`config.mk`:
```
export PLATFORM = sky130hd
export DESIGN_NAME = dl_shift_pipe
export DESIGN_NICKNAME = d
export VERILOG_FILES = /design/src/rtl/dl_shift_pipe.sv
export SDC_FILE = /design/constraint.sdc
export NUM_CORES = 1
export LEC_CHECK = 0
export CORE_UTILIZATION = 55
export DETAILED_ROUTE_END_ITERATION = 10
export PLACE_DENSITY = 0.78
export RECOVER_POWER = 50
export SYNTH_ARGS = -nofsm -noshare
export SYNTH_HDL_FRONTEND = slang
export SYNTH_SLANG_ARGS = --single-unit
```
`constraint.sdc`:
```
create_clock -name clk -period 2.05 [get_ports clk]
set_input_delay 0.205 -clock clk [delete_from_list [all_inputs] [get_ports clk]]
set_output_delay 0.205 -clock clk [all_outputs]
set_load 0.02 [all_outputs]
```
`src/rtl/dl_shift_pipe.sv`:
```
// Pipelined SLL/SRL/SRA/ROL shifter: the shift amount is consumed a slice per
// register stage (LSB slice first), with valid/ready handshakes on both ends.
module dl_shift_pipe #(
  parameter int  NUM_BITS       = 32,
  parameter int  NUM_STAGES     = 2,
  localparam int NUM_SHIFT_BITS = $clog2(NUM_BITS)
) (
  input  logic                      clk,
  input  logic                      rst_n,
  input  logic                      in_valid,
  output logic                      in_ready,
  input  logic [1:0]                in_op,
  input  logic [NUM_BITS-1:0]       in_a,
  input  logic [NUM_SHIFT_BITS-1:0] in_shift,
  output logic                      out_valid,
  input  logic                      out_ready,
  output logic [NUM_BITS-1:0]       out_data
);

  localparam logic [1:0] OP_SLL = 2'b00;
  localparam logic [1:0] OP_SRL = 2'b01;
  localparam logic [1:0] OP_SRA = 2'b10;
  localparam logic [1:0] OP_ROL = 2'b11;

  localparam int SLICE_BITS = (NUM_STAGES > 0) ? (NUM_SHIFT_BITS / NUM_STAGES) : 1;

  if (NUM_STAGES < 1 || NUM_STAGES > NUM_SHIFT_BITS) begin : g_bad_stages
    $error("dl_shift_pipe: NUM_STAGES must be in 1..$clog2(NUM_BITS)");
  end
  if (NUM_BITS < 2 || (NUM_BITS & (NUM_BITS - 1)) != 0) begin : g_bad_bits
    $error("dl_shift_pipe: NUM_BITS must be a power of two >= 2");
  end

  // Bits [lo..hi] of the shift amount set, all others clear.
  function automatic logic [NUM_SHIFT_BITS-1:0] slice_mask(input int lo, input int hi);
    logic [NUM_SHIFT_BITS-1:0] m;
    m = '0;
    for (int i = 0; i < NUM_SHIFT_BITS; i++) begin
      m[i] = (i >= lo) && (i <= hi);
    end
    return m;
  endfunction

  // Rotation takes the upper half of {a,a} << amt, so amt = 0 returns a unchanged.
  function automatic logic [NUM_BITS-1:0] shift_op(input logic [1:0] op,
                                                   input logic [NUM_BITS-1:0] a,
                                                   input logic [NUM_SHIFT_BITS-1:0] amt);
    logic [2*NUM_BITS-1:0] dbl;
    logic [NUM_BITS-1:0]   res;
    dbl = {a, a} << amt;
    case (op)
      OP_SLL:  res = a << amt;
      OP_SRL:  res = a >> amt;
      OP_SRA:  res = $unsigned($signed(a) >>> amt);
      OP_ROL:  res = dbl[2*NUM_BITS-1 -: NUM_BITS];
      default: res = a;
    endcase
    return res;
  endfunction

  logic advance_s;

  for (genvar k = 0; k < NUM_STAGES; k++) begin : g_stage
    localparam int LO = k * SLICE_BITS;
    localparam int HI = (k == NUM_STAGES - 1) ? (NUM_SHIFT_BITS - 1) : (LO + SLICE_BITS - 1);
    localparam logic [NUM_SHIFT_BITS-1:0] STAGE_MASK = slice_mask(LO, HI);

    logic                      src_valid_s;
    logic [1:0]                src_op_s;
    logic [NUM_BITS-1:0]       src_data_s;
    logic [NUM_SHIFT_BITS-1:0] src_shift_s;
    logic                      valid_r;
    logic [NUM_BITS-1:0]       data_r;

    if (k == 0) begin : g_head
      assign src_valid_s = in_valid;
      assign src_op_s    = in_op;
      assign src_data_s  = in_a;
      assign src_shift_s = in_shift;
    end else begin : g_body
      assign src_valid_s = g_stage[k-1].valid_r;
      assign src_op_s    = g_stage[k-1].g_fwd.op_r;
      assign src_data_s  = g_stage[k-1].data_r;
      assign src_shift_s = g_stage[k-1].g_fwd.shift_r;
    end

    // Stage valid always advances; data only loads for a valid entry so the
    // output holds its last result across bubbles.
    always_ff @(posedge clk or negedge rst_n) begin
      if (!rst_n) begin
        valid_r <= 1'b0;
        data_r  <= '0;
      end else if (advance_s) begin
        valid_r <= src_valid_s;
        if (src_valid_s) begin
          data_r <= shift_op(src_op_s, src_data_s, src_shift_s & STAGE_MASK);
        end
      end
    end

    if (k < NUM_STAGES - 1) begin : g_fwd
      logic [1:0]                op_r;
      logic [NUM_SHIFT_BITS-1:0] shift_r;

      // Op and the not-yet-consumed shift bits travel alongside the data.
      always_ff @(posedge clk or negedge rst_n) begin
        if (!rst_n) begin
          op_r    <= 2'b00;
          shift_r <= '0;
        end else if (advance_s && src_valid_s) begin
          op_r    <= src_op_s;
          shift_r <= src_shift_s & ~STAGE_MASK;
        end
      end
    end
  end

  assign out_valid = g_stage[NUM_STAGES-1].valid_r;
  assign out_data  = g_stage[NUM_STAGES-1].data_r;
  assign advance_s = ~out_valid | out_ready;
  assign in_ready  = advance_s;

endmodule
```
Word level (Yosys, flattened, before mapping):

Index checks and enable logic that the tools add are counted.
Widths: inputs -> output; s select.

* bitwise operators: 2
* equality and inequality tests: 6
* muxes and demuxes: 2
* shift operators: 8
* reduce and logical (&&, ||, !) cells: 5

Operators by type and width (number)
* $pmux 32 s4: 2
* $shl 64x2->64: 1
* $shl 64x5->64: 1
* $shl 32x2->32: 1
* $shl 32x5->32: 1
* $shr 32x2->32: 1
* $shr 32x5->32: 1
* $sshr 32x2->32: 1
* $sshr 32x5->32: 1
* $eq 2x2->1 const B: 4
* $eq 2x1->1 const B: 2
* $logic_not 2->1: 2
* $reduce_and 2->1: 2
* $logic_and 1x1->1: 1
* $not 1->1: 1
* $or 1x1->1: 1

* output and inout port bits: 34
* word-level logic and storage cells: 29
* bits of input ports: 43
* flip-flop bits (word level): 71

Logic depth before layout (Yosys ltp):

* word-level depth: 3
* depth in mapped cells: 8
* mapped depth without buffers: 5

Worst setup path before layout:

No wires, ideal clock.

* path kind: register to register
* start point: register g_stage[1].valid_r (netlist: out_valid)
* end point: register g_stage[1].data_r[18] (netlist: out_data[18])
* library setup time: 0.099 ns
* buffers on the path: 4
* period minus slack after synthesis: 1.755 ns
* cell stages (with the launch flop): 9
* slack: 0.295 ns
* data required time: 1.951 ns
* arrival time: 1.655 ns
* path through: dfrtp_1 -> nand2b_1 -> buf_2 -> and2_1 -> buf_2 -> buf_2 -> clkbuf_1 -> nor2_1 -> a311oi_1

* longest elaborated chain between the ends: 3

Ends and longest elaborated chain
* start, declared: RTL line 72 `logic valid_r;`
* start signal, assigned: RTL line 94 `valid_r <= src_valid_s;`
* $not 1->1: RTL line 120 `assign advance_s = ~out_valid | out_ready;`
* $or 1x1->1: RTL line 120
* named net in_ready: RTL line 11 `output logic in_ready,`
* $reduce_and 2->1 (no line)
* end signal, assigned: RTL line 96 `data_r <= shift_op(src_op_s, src_data_s, src_shift_s & STAGE_MASK);`
* end, declared: RTL line 73 `logic [NUM_BITS-1:0] data_r;`

The timed path passes the listed nets, and every way through them passes these cells.
A chain may end at the register's enable or synchronous reset.

Worst setup path in the final report:

* start point: register g_stage[0].g_fwd.shift_r[3]
* end point: register g_stage[1].data_r[11] (netlist: out_data[11])

* longest elaborated chain between the ends: 2
* elaborated cells on any way between the ends: 5
* classes of those cells: shift: 4; mux: 1

Ends and longest elaborated chain
* start, declared: RTL line 103 `logic [NUM_SHIFT_BITS-1:0] shift_r;`
* start signal, assigned: RTL line 112 `shift_r <= src_shift_s & ~STAGE_MASK;`
* $shl 64x5->64, or another cell as far along: RTL line 50 `dbl = {a, a} << amt;`
* $pmux 32 s4 *: RTL line 51 `case (op)`

Mark *: on every way between the ends. The rest lies on a longest branch, timed or not.

==> results.ini <==
[timing]
fin_crit_sh_pct=98.3
slew_headroom_pct=36.0
skew_ns=0.00966
fin_crit_ns=2.02
finalHoldViolCount=0
fmax_mhz=496
worst_pin_slew_ns=0.960
setup_slack_ns=0.0348
setup_viol=0
slew_viol_final=0

[drt]
post-route-drc-count=0
dr.pass1.iters=8
totalWireLength_mm=23.9
drt_iter0_markers=870
vias=6798
viasPerCell=6.82
wire_per_inst_um=24.0
ant_nets=0

[die]
rows=40
start_util_pct=57.2
die_w_um=114
io_pins=77
die_h_um=114
core_area_mm2=0.0122
fp.dieArea_mm2=0.0131

[yosys]
synth_nets=780
netlist_area_mm2=0.00695
synth-seq-cells=71
synth.avg_cell_area_um2=9.43
yosysSeqAreaShare_pct=25.6
ys_async_sr_fraction_pct=100
synth_ff_type=dfrtp_1
synth_edf_count=0
synth_cell_types=72
yosys_warnings=0
synthCells=737

[run_status]
status=complete, no violations

[finish]
final_nets=867
final_cell_count_no_fill=997
final_cell_area_mm2=0.00851
area_growth_pct=22.4
drive_gt1_share_pct=21.6
antennaDiodeCount=0

[worst_setup_path]
slowest_delay_ns=0.42
cp.depth=6
r2r-start=g_stage[0].g_fwd.shift_r[3]$_DFFE_PN0P_
reg2reg_depth=6
endpoint_kind=flip-flop
worst-setup-path-type=reg2reg
crit_fanout=32
path_cells=buf_12 -> mux2i_2 -> o22ai_1 -> a211oi_2 -> nor2_1 -> o32a_1
r2r_end=out_data[11]$_DFFE_PN0P_
cp_top_family=compound AO/OA/AOI/OAI gates
worst-r2r-setup-slack_ns=0.03
cp-start-kind=flip-flop
required_ns=2.28
arrival_ns=2.24
path_buf_inv=1
slowest_stage=dfrtp_2

[placed_design]
gp_congestion=1.07
dp_hpwl_mm=18.1
placedInstanceArea_mm2=0.00815
numPortBuffers=76
placed_cells=976
pre_cts_slack_ns=0.0170

[global_route]
grt_first_pass_wirelength_mm=37.2
grt_overflow=0
grt_pass1_vias=6651
grt_max_degree=48
antenna_found_initial=0
grt_use_total_pct=37.8

[cts]
cts_tree=built
htree_num_levels=3
numCtsBuffers=9
path_clk_slew_ns=0.06
clk_path_buf_depth=2
cts.sinks=71
cts_root_buffer=clkbuf_16
clk_latency_ns=0.35

[power]
peakVddDrop_mv=0.498
cellLeakagePower_nw=3.44
powerDensity_mw_per_mm2=1060

[worst_hold_path]
hold_class=in2async

[run]
max_cap_violations=0

kinds of logic (layout without fill, tap and decap cells):
| logic type | after synthesis | in the layout | share of synthesized area [%] |
|---|---|---|---|
| compound gates | 211 | 211 | 20.0 |
| buf+inv | 84 | 176 | 6.98 |
| xor+xnor | 4 | 4 | 0.612 |
| mux | 164 | 164 | 33.9 |
| simple gates | 203 | 203 | 13.0 |
| flops | 71 | 71 | 25.6 |
metal layers:
layer,share of wire (%),track usage (%)
met1,38,48.3
met2,47,60.8
met3,9.6,8.05
met4,4.8,19.5
met5,0,0
worst max path at each step:
| stage | startpoint | endpoint |
|---|---|---|
| 6_report | g_stage[0].g_fwd.shift_r[3]$_DFFE_PN0P_ | out_data[11]$_DFFE_PN0P_ |
| 2_1_floorplan | out_valid$_DFFE_PN0N_ | out_data[18]$_DFFE_PN0P_ |
| 3_5_place_dp | in_op[1] | g_stage[0].data_r[12]$_DFFE_PN0P_ |
| 3_3_place_gp | g_stage[0].g_fwd.shift_r[3]$_DFFE_PN0P_ | out_data[11]$_DFFE_PN0P_ |
| 4_1_cts | g_stage[0].g_fwd.shift_r[2]$_DFFE_PN0P_ | out_data[9]$_DFFE_PN0P_ |
| 5_1_grt | g_stage[0].g_fwd.shift_r[2]$_DFFE_PN0P_ | out_data[11]$_DFFE_PN0P_ |
what timing repair did:
| item | CTS | global route |
|---|---|---|
| resized for setup | 0 | 10 |
| endpoints found under the hold margin | 5 | 0 |
| hold buffers | 1 | 0 |
| buffers inserted | 0 | 4 |
| setup endpoints to repair | 0 | 14 |
power by group:
part,internal [mW],switching [mW],total [mW]
sequential,1.85,0.591,2.44
clock,0.955,0.675,1.63
combinational,2.30,2.64,4.94
cells in the mapped netlist (4+ instances only):
library cell	number	area [um2]
a311oi_1	12	105
nand2b_1	9	56.3
buf_2	25	125
buf_6	9	101
a32oi_1	5	43.8
o32a_1	4	40.0
buf_4	16	120
nand2_1	98	368
a31oi_1	10	62.6
nand3_1	16	80.1
and2_1	4	25.0
o31ai_1	5	37.5
a22oi_1	6	45.0
a21oi_1	42	210
o21ai_1	45	225
nor3_1	7	35.0
mux2_2	10	113
a211oi_1	9	67.6
nor2_1	48	180
dfrtp_1	71	1780
a221oi_1	4	35.0
o21ai_0	17	85.1
o22ai_1	9	56.3
clkbuf_1	24	90.1
o21a_1	4	30.0
o211ai_1	7	52.6
mux4_2	54	1220
mux2i_1	95	951
nor2b_1	5	31.3
buf_1	4	15.0
through the flow:
step	setup TNS [ns]	hold slack, ns	power, mW	utilization [%]
detailed placement	0	0.0455	7.22	67.0
CTS	0	0.214	8.86	69.6
finish	0	0.273	9.02	70.0
floorplan	0	-0.0906	5.24	-
global placement	0	0.0371	7.15	67.0
global route	-0.0105	0.322	9.42	70.0
final cells by class:
cell class              count  area, um2
repair buffers            155       1460
inverters                   5       18.8
fillers                   925       3650
multi-input cells         582       4730
flip-flops and latches     71       1780
clock inverters             7       78.8
well taps                 168        210
clock buffers               9        225
sequential cells by signal, summed over array words and instances (netlist names):
register and flops:
out_data 32, g_stage.g_fwd.op_r 2, out_valid 1, g_stage.data_r 32, g_stage.g_fwd.shift_r 3, g_stage.valid_r 1
cells in the final DEF (no fill, tap or decap), types with 3 or more instances in the layout:
cell and instances:
nand2_1 98, mux2i_1 91, dfrtp_1 69, clkdlybuf4s50_1 68
buf_4 59, mux4_2 54, nor2_1 48, o21ai_1 43
a21oi_1 41, o21ai_0 19, nand3_1 16, a311oi_1 12
buf_12 11, mux2_2 10, a31oi_1 10, nand2b_1 9
o22ai_1 9, a211oi_1 9, clkbuf_16 9, nor3_1 7
o211ai_1 7, dlygate4sd3_1 6, a32oi_1 5, nor2b_1 5
a22oi_1 5, o31ai_1 5, clkbuf_2 5, and2_1 4
o32a_1 4, mux2i_2 4, o21a_1 4, mux2_1 3
inv_1 3, a221oi_1 3, o22a_1 3, a221o_1 3
o32ai_1 3, clkinvlp_4 3, inv_6 3, clkbuf_1 3
Power figures use the tool's default switching activity.
